### src/rtl/ks_cskip_pipe_if.sv
// rtl/ks_cskip_pipe_if.sv - operand/result handshake bundle for ks_cskip_pipe
interface ks_cskip_pipe_if #(
  parameter int WIDTH = 32,
  parameter int BLOCK = 16,
  parameter int CNT_W = 16
);
  localparam int NBLK = WIDTH / BLOCK;

  logic             in_valid;
  logic             in_ready;
  logic [WIDTH-1:0] x1;
  logic [WIDTH-1:0] x2;
  logic             cin;
  logic             sub;
  logic             out_valid;
  logic             out_ready;
  logic [WIDTH-1:0] s;
  logic             cout;
  logic             ovf;
  logic [NBLK-1:0]  skip_mask;
  logic [CNT_W-1:0] skip_cnt;
  logic             clr_stats;

  modport master (
    output in_valid, x1, x2, cin, sub, out_ready, clr_stats,
    input  in_ready, out_valid, s, cout, ovf, skip_mask, skip_cnt
  );

  modport slave (
    input  in_valid, x1, x2, cin, sub, out_ready, clr_stats,
    output in_ready, out_valid, s, cout, ovf, skip_mask, skip_cnt
  );
endinterface

### src/rtl/ks_cskip_pipe.sv
// rtl/ks_cskip_pipe.sv - pipelined carry-skip add/sub, one Kogge-Stone block per stage
module ks_cskip_pipe #(
  parameter int WIDTH = 32,
  parameter int BLOCK = 16,
  parameter int CNT_W = 16
) (
  input  logic           clk,
  input  logic           rst,
  ks_cskip_pipe_if.slave bus
);
  localparam int NBLK = WIDTH / BLOCK;

  typedef struct packed {
    logic             v;
    logic [WIDTH-1:0] s;
    logic             c;
    logic             cm;
    logic [NBLK-1:0]  sk;
    logic [WIDTH-1:0] a;
    logic [WIDTH-1:0] b;
  } stage_t;

  typedef struct packed {
    logic [BLOCK-1:0] sum;
    logic             cgen;
    logic             cm;
    logic             gp;
  } blk_t;

  function automatic blk_t ks_block(input logic [BLOCK-1:0] a, input logic [BLOCK-1:0] b,
                                    input logic c);
    logic [BLOCK-1:0] p, pp, gg, cv;
    blk_t r;
    p  = a ^ b;
    pp = p;
    gg = a & b;
    // In-place prefix: walking j downwards keeps j-d at the previous level
    for (int d = 1; d < BLOCK; d = d * 2) begin
      for (int j = BLOCK - 1; j >= d; j--) begin
        gg[j] = gg[j] | (pp[j] & gg[j-d]);
        pp[j] = pp[j] & pp[j-d];
      end
    end
    cv[0] = c;
    for (int j = 1; j < BLOCK; j++) cv[j] = gg[j-1] | (pp[j-1] & c);
    r.sum  = p ^ cv;
    r.cgen = gg[BLOCK-1] | (pp[BLOCK-1] & c);
    r.cm   = cv[BLOCK-1];
    r.gp   = &p;
    return r;
  endfunction

  function automatic stage_t advance(input stage_t src, input int k);
    blk_t   br;
    stage_t r;
    br = ks_block(src.a[k*BLOCK +: BLOCK], src.b[k*BLOCK +: BLOCK], src.c);
    r = src;
    r.s[k*BLOCK +: BLOCK] = br.sum;
    r.c     = br.gp ? src.c : br.cgen;
    r.cm    = br.cm;
    r.sk[k] = br.gp;
    return r;
  endfunction

  stage_t           r_q [NBLK];
  stage_t           nxt [NBLK];
  stage_t           head;
  stage_t           last;
  logic             en;
  logic [CNT_W-1:0] cnt_q;
  logic [CNT_W:0]   pop;
  logic [CNT_W:0]   cnt_sum;

  assign last         = r_q[NBLK-1];
  assign en           = !last.v || bus.out_ready;
  assign bus.in_ready = en;

  always_comb begin
    head   = '0;
    head.v = bus.in_valid;
    head.a = bus.x1;
    head.b = bus.sub ? ~bus.x2 : bus.x2;
    head.c = bus.sub ? ~bus.cin : bus.cin;
    nxt[0] = advance(head, 0);
    for (int k = 1; k < NBLK; k++) nxt[k] = advance(r_q[k-1], k);
  end

  // Single global enable: every stage, bubbles included, moves or holds together
  always_ff @(posedge clk) begin
    if (rst) begin
      for (int k = 0; k < NBLK; k++) r_q[k] <= '0;
    end else if (en) begin
      for (int k = 0; k < NBLK; k++) r_q[k] <= nxt[k];
    end
  end

  always_comb begin
    pop = '0;
    for (int k = 0; k < NBLK; k++) pop = pop + (CNT_W+1)'(last.sk[k]);
    cnt_sum = {1'b0, cnt_q} + pop;
  end

  always_ff @(posedge clk) begin
    if (rst || bus.clr_stats) begin
      cnt_q <= '0;
    end else if (last.v && bus.out_ready) begin
      cnt_q <= cnt_sum[CNT_W] ? '1 : cnt_sum[CNT_W-1:0];
    end
  end

  assign bus.out_valid = last.v;
  assign bus.s         = last.s;
  assign bus.cout      = last.c;
  assign bus.ovf       = last.cm ^ last.c;
  assign bus.skip_mask = last.sk;
  assign bus.skip_cnt  = cnt_q;
endmodule

### src/flat_wrapper.sv
// flat-port wrapper written by rule: the top's interface ports become plain ports
module ks_cskip_pipe_flat 
#(
  parameter int WIDTH = 32,
  parameter int BLOCK = 16,
  parameter int CNT_W = 16
)
  (clk, rst, bus_in_valid, bus_x1, bus_x2, bus_cin, bus_sub, bus_out_ready, bus_clr_stats, bus_in_ready, bus_out_valid, bus_s, bus_cout, bus_ovf, bus_skip_mask, bus_skip_cnt);
  ks_cskip_pipe_if #(.WIDTH(WIDTH), .BLOCK(BLOCK), .CNT_W(CNT_W)) bus_i ();
  input  logic clk;
  input  logic rst;
  input wire logic [$bits(bus_i.in_valid)-1:0] bus_in_valid;
  input wire logic [$bits(bus_i.x1)-1:0] bus_x1;
  input wire logic [$bits(bus_i.x2)-1:0] bus_x2;
  input wire logic [$bits(bus_i.cin)-1:0] bus_cin;
  input wire logic [$bits(bus_i.sub)-1:0] bus_sub;
  input wire logic [$bits(bus_i.out_ready)-1:0] bus_out_ready;
  input wire logic [$bits(bus_i.clr_stats)-1:0] bus_clr_stats;
  output wire logic [$bits(bus_i.in_ready)-1:0] bus_in_ready;
  output wire logic [$bits(bus_i.out_valid)-1:0] bus_out_valid;
  output wire logic [$bits(bus_i.s)-1:0] bus_s;
  output wire logic [$bits(bus_i.cout)-1:0] bus_cout;
  output wire logic [$bits(bus_i.ovf)-1:0] bus_ovf;
  output wire logic [$bits(bus_i.skip_mask)-1:0] bus_skip_mask;
  output wire logic [$bits(bus_i.skip_cnt)-1:0] bus_skip_cnt;
  assign bus_i.in_valid = bus_in_valid;
  assign bus_i.x1 = bus_x1;
  assign bus_i.x2 = bus_x2;
  assign bus_i.cin = bus_cin;
  assign bus_i.sub = bus_sub;
  assign bus_i.out_ready = bus_out_ready;
  assign bus_i.clr_stats = bus_clr_stats;
  assign bus_in_ready = bus_i.in_ready;
  assign bus_out_valid = bus_i.out_valid;
  assign bus_s = bus_i.s;
  assign bus_cout = bus_i.cout;
  assign bus_ovf = bus_i.ovf;
  assign bus_skip_mask = bus_i.skip_mask;
  assign bus_skip_cnt = bus_i.skip_cnt;
  ks_cskip_pipe #(.WIDTH(WIDTH), .BLOCK(BLOCK), .CNT_W(CNT_W)) u_core (.clk(clk), .rst(rst), .bus(bus_i));
endmodule
### config.mk
export PLATFORM = sky130hd
export DESIGN_NAME = ks_cskip_pipe_flat
export DESIGN_NICKNAME = d
export VERILOG_FILES = /design/src/rtl/ks_cskip_pipe_if.sv /design/src/rtl/ks_cskip_pipe.sv /design/src/flat_wrapper.sv
export SDC_FILE = /design/constraint.sdc
export NUM_CORES = 1
export LEC_CHECK = 0
export CAP_MARGIN = 20
export CORE_MARGIN = 1
export CORE_UTILIZATION = 35
export CTS_CLUSTER_DIAMETER = 80
export DETAILED_ROUTE_END_ITERATION = 12
export GPL_ROUTABILITY_DRIVEN = 0
export GPL_TIMING_DRIVEN = 0
export PLACE_DENSITY_LB_ADDON = 0.25
export SKIP_LAST_GASP = 1
export SYNTH_ARGS = -nofsm -noshare
export SYNTH_HDL_FRONTEND = slang
export SYNTH_SLANG_ARGS = --single-unit
### constraint.sdc
create_clock -name clk -period 3.5 [get_ports clk]
set_input_delay 0.525 -clock clk [delete_from_list [all_inputs] [get_ports clk]]
set_output_delay 0.525 -clock clk [all_outputs]
set_load 0.005 [all_outputs]
# [After elaboration in Yosys (flattened, before gate mapping)]
# Memory sizes are Yosys's and may differ from the RTL's.
# Cells that the tools add are included.
[classes] add_sub_neg=2 mul=0 div_mod_pow=0 order_cmp=0 n_eq_ne=0 n_shift=0 n_mux=12 bitwise_logic=369 n_reduce_logical=6
[op_table] operator="1-bit bitwise AND" n=228
[op_table] operator="101-bit 2-to-1 mux" n=2
[op_table] operator="1-bit OR" n=132
[op_table] operator="16-bit bitwise XOR" n=4
[op_table] operator="16-bit bitwise AND" n=2
[op_table] operator="32-bit 2-to-1 mux" n=1
[op_table] operator="32-bit inverter" n=1
[op_table] operator="16-bit AND reduction" n=2
[op_table] operator="16-bit by 17-bit adder with 17-bit output" n=1
[op_table] operator="16-bit 2-to-1 mux" n=1
[op_table] operator="1-bit 2-to-1 mux" n=8
[op_table] operator="1-bit by 1-bit adder with 2-bit output" n=1
[op_table] operator="1-bit logical OR" n=2
[op_table] operator="1-bit logical AND" n=1
[op_table] operator="1-bit logical NOT" n=1
[op_table] operator="1-bit inverter" n=1
[op_table] operator="1-bit bitwise XOR" n=1
[word_totals] reg_bits=16 latch_bits=0 ram_bits=202 rom_bits=0 inputBits=71 word_cells=391 mem_count=1
[mem_list] name="u_core.r_q" words=2 width=101 rd=2 rd_clocked_by_memory_dff=0 write_ports=2 line="ks_cskip_pipe.sv:65" source="stage_t r_q [NBLK];"

# [Longest topological paths before layout]
[depth] ltp_word=14 mapped_depth=11 ltp_nobuf=9

# [Worst setup path after synthesis]
# OpenSTA, ideal clock, no wires.
[synth_path] kind="input port to flip-flop" startpoint="in bus_sub" endpoint="mem u_core.r_q[0][67] (netlist name) (data pin)" setup_ns=0.262 arrival_ns=2.625 setup_slack_ns=0.613 cell_stages=10 path_buffers=3 path_cell_list="buf_4 > buf_1 > xor2_1 > ha_1 > clkbuf_1 > nand3_1 > or3_1 > or3_1 > o21ai_1 > nor2_1"
[synth_rtl] element="from (decl)" line="flat_wrapper.sv:16" source="input wire logic [$bits(bus_i.sub)-1:0] bus_sub;"
[synth_rtl] element="to (decl)" line="ks_cskip_pipe.sv:65"

==> impl_metrics.env <==
export IMPL_logic_depth_of_the_worst_setup_path_including_buffers=10
export IMPL_preCtsSetupSlack_ps=169
export IMPL_num_nets_final=856
export IMPL_critical_path_max_stage_delay_ps=600
export IMPL_max_cap_violations=0
export IMPL_final_setup_tns_ps=0
export IMPL_place_detailed_hpwl_um=11200
export IMPL_grt_pass1_wl_um=22800
export IMPL_row_count=48
export IMPL_final_common_cell="sky130_fd_sc_hd__clkdlybuf4s50_1"
export IMPL_crit_reg2reg_capture="u_core.r_q[0][196]"
export IMPL_relSlewSlack_pct=48.0
export IMPL_worstPathRequired_ps=3590
export IMPL_synthMuxAreaShare_pct=0.629
export IMPL_hold_violations=0
export IMPL_clock_insertion_delay_worst_skew_ps=350
export IMPL_outcome="finished, final reports clean"
export IMPL_int_pwr_uw=2430
export IMPL_power_clock_fraction_pct=28.3
export IMPL_start_util_pct=36.3
export IMPL_pin_count_of_the_biggest_net_entering_global_routing=59
export IMPL_fin_crit_sh_pct=83.6
export IMPL_syn_inst=611
export IMPL_combinational_family_with_the_most_area_after_synthesis="simple AND/OR/NAND/NOR gates"
export IMPL_worst_skew_ps=13.1
export IMPL_layout_common_cells="sky130_fd_sc_hd__clkdlybuf4s50_1, sky130_fd_sc_hd__edfxtp_1, sky130_fd_sc_hd__nor2_1"
export IMPL_numCtsBuffers=9
export IMPL_hold_class="reg -> reg"
export IMPL_setup_ws_ps=573
export IMPL_synthArstFlopShare_pct=0
export IMPL_adder_cell_share_of_the_synthesized_area_pct=8.02
export IMPL_timing_critical_path_arrival_ps=3010
export IMPL_tritoncts="done"
export IMPL_clock_tree_htree_level_count=3
export IMPL_detail_route_antenna_nets=0
export IMPL_slowest_stage="sky130_fd_sc_hd__clkbuf_1"
export IMPL_critical_path_startpoint_type="input pin"
export IMPL_core_area_um2=17500
export IMPL_drc=0
export IMPL_setup_worst_path_class="in -> reg"
export IMPL_global_route_usage_total_pct=16.0
export IMPL_path_clk_slew_ps=70
export IMPL_final_setup_viol_count=0
export IMPL_top_level_ports=125
export IMPL_route_detailed_wl_per_inst_um=14.7
export IMPL_synth_top_area_cell="sky130_fd_sc_hd__edfxtp_1"
export IMPL_placement_io_buffers=123
export IMPL_post_layout_min_period_ps=2930
export IMPL_synth_simple_area_share_pct=16.7
export IMPL_hold_path_startpoint="u_core.r_q[0][100]"
export IMPL_critical_path_cell_chain="buf_4 -> clkbuf_1 -> xor2_1 -> ha_1 -> a21oi_1 -> o21ai_1 -> nor2_1 -> o21ai_1 -> xnor2_1 -> nor2_1"
export IMPL_fin_hold_ws_ps=514
export IMPL_timing_critical_path_buf_inv=2
export IMPL_synthesis_area_per_instance_um2=10.4
export IMPL_cellLeakagePower_uw=0.00329
export IMPL_synth_xor_area_share_pct=8.79
export IMPL_first_global_vias=4710
export IMPL_net_switching_power_uw=915
export IMPL_fillers=1667
export IMPL_synthesis_yosys_warnings=0
export IMPL_worstSetupEndpointType="flop"
export IMPL_sequential_power_share_pct=45.7
export IMPL_synth_cell_area_um2=6360
export IMPL_cts_resized=0
export IMPL_synth_edff_count=88
export IMPL_pwr_density_cell_nw_per_um2=409
export IMPL_design_die_area_um2=18700
export IMPL_count_of_routing_violations_after_the_opening_detailed_route_iteration=357
export IMPL_grt_overflow_total=0
export IMPL_yosysUniqueCellTypes=63
export IMPL_ys_seq_area_share_pct=46.6
export IMPL_first_pass_iters=5
export IMPL_rsz0062_at_grt="no"
export IMPL_ff_latch_count_synth=104
export IMPL_min_delay_path_depth=1
export IMPL_max_clock_path_buffers=2
export IMPL_cts_hold_buffers_added=0
export IMPL_dieHeight_um=137
export IMPL_min_to="u_core.r_q[0][201]"
export IMPL_power_switching_fraction_pct=27.4
export IMPL_area_growth_pct=28.5
export IMPL_vdd_drop_max_mv=0.273
export IMPL_p_comb_share_pct=26.0
export IMPL_synth_compound_area_share_pct=12.4
export IMPL_worst_pin_slew_ps=781
export IMPL_crit_fanout=10
export IMPL_antenna_violations_before_repair=0
export IMPL_num_antenna_cells=0
export IMPL_fmax_mhz=342
export IMPL_cts_setup_buffers=0
export IMPL_route_vias_total=4851
export IMPL_clkSinkCount=104
export IMPL_final_util_pct=46.6
export IMPL_post_drt_via_cell_ratio=4.97
export IMPL_worst_r2r_path_depth=7
export IMPL_netlist_top_cells_area="sky130_fd_sc_hd__edfxtp_1, sky130_fd_sc_hd__ha_1, sky130_fd_sc_hd__dfxtp_1"
export IMPL_ff2ff_setup_slack_ps=1110
export IMPL_cts_root_buf="sky130_fd_sc_hd__clkbuf_16"
export IMPL_power_uw=3340
export IMPL_postRouteWirelength_um=14300
export IMPL_synth_net_count=721
export IMPL_slew_viol_final=0
export IMPL_die_w_um=137
export IMPL_layout_drive_gt1_share_pct=11.2
export IMPL_critical_path_reg2reg_startpoint="u_core.r_q[0][16]"
export IMPL_worst_path_dominant_cell_family="buffers and inverters"
export IMPL_yosys_area_top_type_share_pct=41.5
export IMPL_synth_ff_type="sky130_fd_sc_hd__edfxtp_1"
[metrics by stage]
stage,cells,instance area [um2]
after floorplan,611,6360
after global placement,959,7880
after detailed placement,960,7910
after CTS,976,8180
after global routing,976,8180
final,976,8180
[how the worst max path moves through the flow]
stage / slack (ps) / endpoint / start
global route: 370 / u_core.r_q[0][80] / bus_sub
CTS: 550 / u_core.r_q[0][80] / bus_sub
finish: 570 / u_core.r_q[0][74] / bus_sub
floorplan: 610 / u_core.r_q[0][67] / bus_sub
global placement: 190 / u_core.r_q[0][80] / bus_sub
detailed placement: 170 / u_core.r_q[0][80] / bus_sub
[area by class of cell]
cell class	instances	area (um2)	area share (%)
Clock buffer	11	233	2.85
Clock inverter	5	37.5	0.459
Sequential cell	104	2960	36.2
Buffer	56	355	4.35
Tap cell	225	282	3.44
Timing Repair Buffer	124	1260	15.4
Inverter	22	82.6	1.01
Multi-Input combinational cell	429	2970	36.3
[routing by layer]
metal	part of all wire, %	up-vias	wire length [um]	GRT usage [%]
li1	-	2403	-	-
met1	47	2206	6660	22.0
met2	44	201	6290	24.4
met3	6.3	41	902	3.30
met4	3.2	0	463	7.02
met5	0	-	0	0
[synthesized netlist by cell type (2+ instances only)]
master and count:
sky130_fd_sc_hd__or3_1 3, sky130_fd_sc_hd__inv_2 2, sky130_fd_sc_hd__inv_1 20, sky130_fd_sc_hd__nor3b_2 2, sky130_fd_sc_hd__and4_1 3, sky130_fd_sc_hd__or2_2 2, sky130_fd_sc_hd__and3_1 3, sky130_fd_sc_hd__o21bai_1 3
sky130_fd_sc_hd__nor2b_1 4, sky130_fd_sc_hd__clkbuf_1 13, sky130_fd_sc_hd__a21oi_2 10, sky130_fd_sc_hd__a21o_1 10, sky130_fd_sc_hd__nor3_1 13, sky130_fd_sc_hd__o31ai_1 4, sky130_fd_sc_hd__and2_1 35, sky130_fd_sc_hd__dfxtp_1 16
sky130_fd_sc_hd__buf_2 4, sky130_fd_sc_hd__xor2_1 30, sky130_fd_sc_hd__nor2_1 68, sky130_fd_sc_hd__xnor2_1 32, sky130_fd_sc_hd__edfxtp_1 88, sky130_fd_sc_hd__mux2i_1 4, sky130_fd_sc_hd__nand2_1 31, sky130_fd_sc_hd__fa_1 3
sky130_fd_sc_hd__buf_1 2, sky130_fd_sc_hd__nand4_1 11, sky130_fd_sc_hd__a211oi_1 5, sky130_fd_sc_hd__a21oi_1 36, sky130_fd_sc_hd__o211ai_1 2, sky130_fd_sc_hd__nand2b_1 4, sky130_fd_sc_hd__a31oi_1 5, sky130_fd_sc_hd__o21ai_0 21
sky130_fd_sc_hd__o21a_1 4, sky130_fd_sc_hd__buf_4 35, sky130_fd_sc_hd__nand3_1 11, sky130_fd_sc_hd__o21ai_1 9, sky130_fd_sc_hd__ha_1 36, sky130_fd_sc_hd__nor3_2 2
[sequential cells by signal, summed over array words and instances, names as in the netlist]
| signal | count |
|---|---|
| u_core.bus.skip_cnt | 16 |
| u_core.r_q | 88 |
[power groups by stage]
stage	Clock, uW	Sequential (uW)	Combinational (uW)
floorplan	0	1540	540
global placement	0	1560	850
detailed placement	0	1560	866
CTS	980	1530	872
global route	1030	1540	955
finish	945	1530	870
[logic make-up after synthesis]
group                    after synthesis
AO/OA/AOI/OAI                        121
XOR/XNOR                              63
adder cells (fa/ha/maj)               39
buffers and inverters                 78
flip-flops                           104
multiplexers                           4
AND/OR/NAND/NOR                      202
Power figures use the tool's default switching activity.
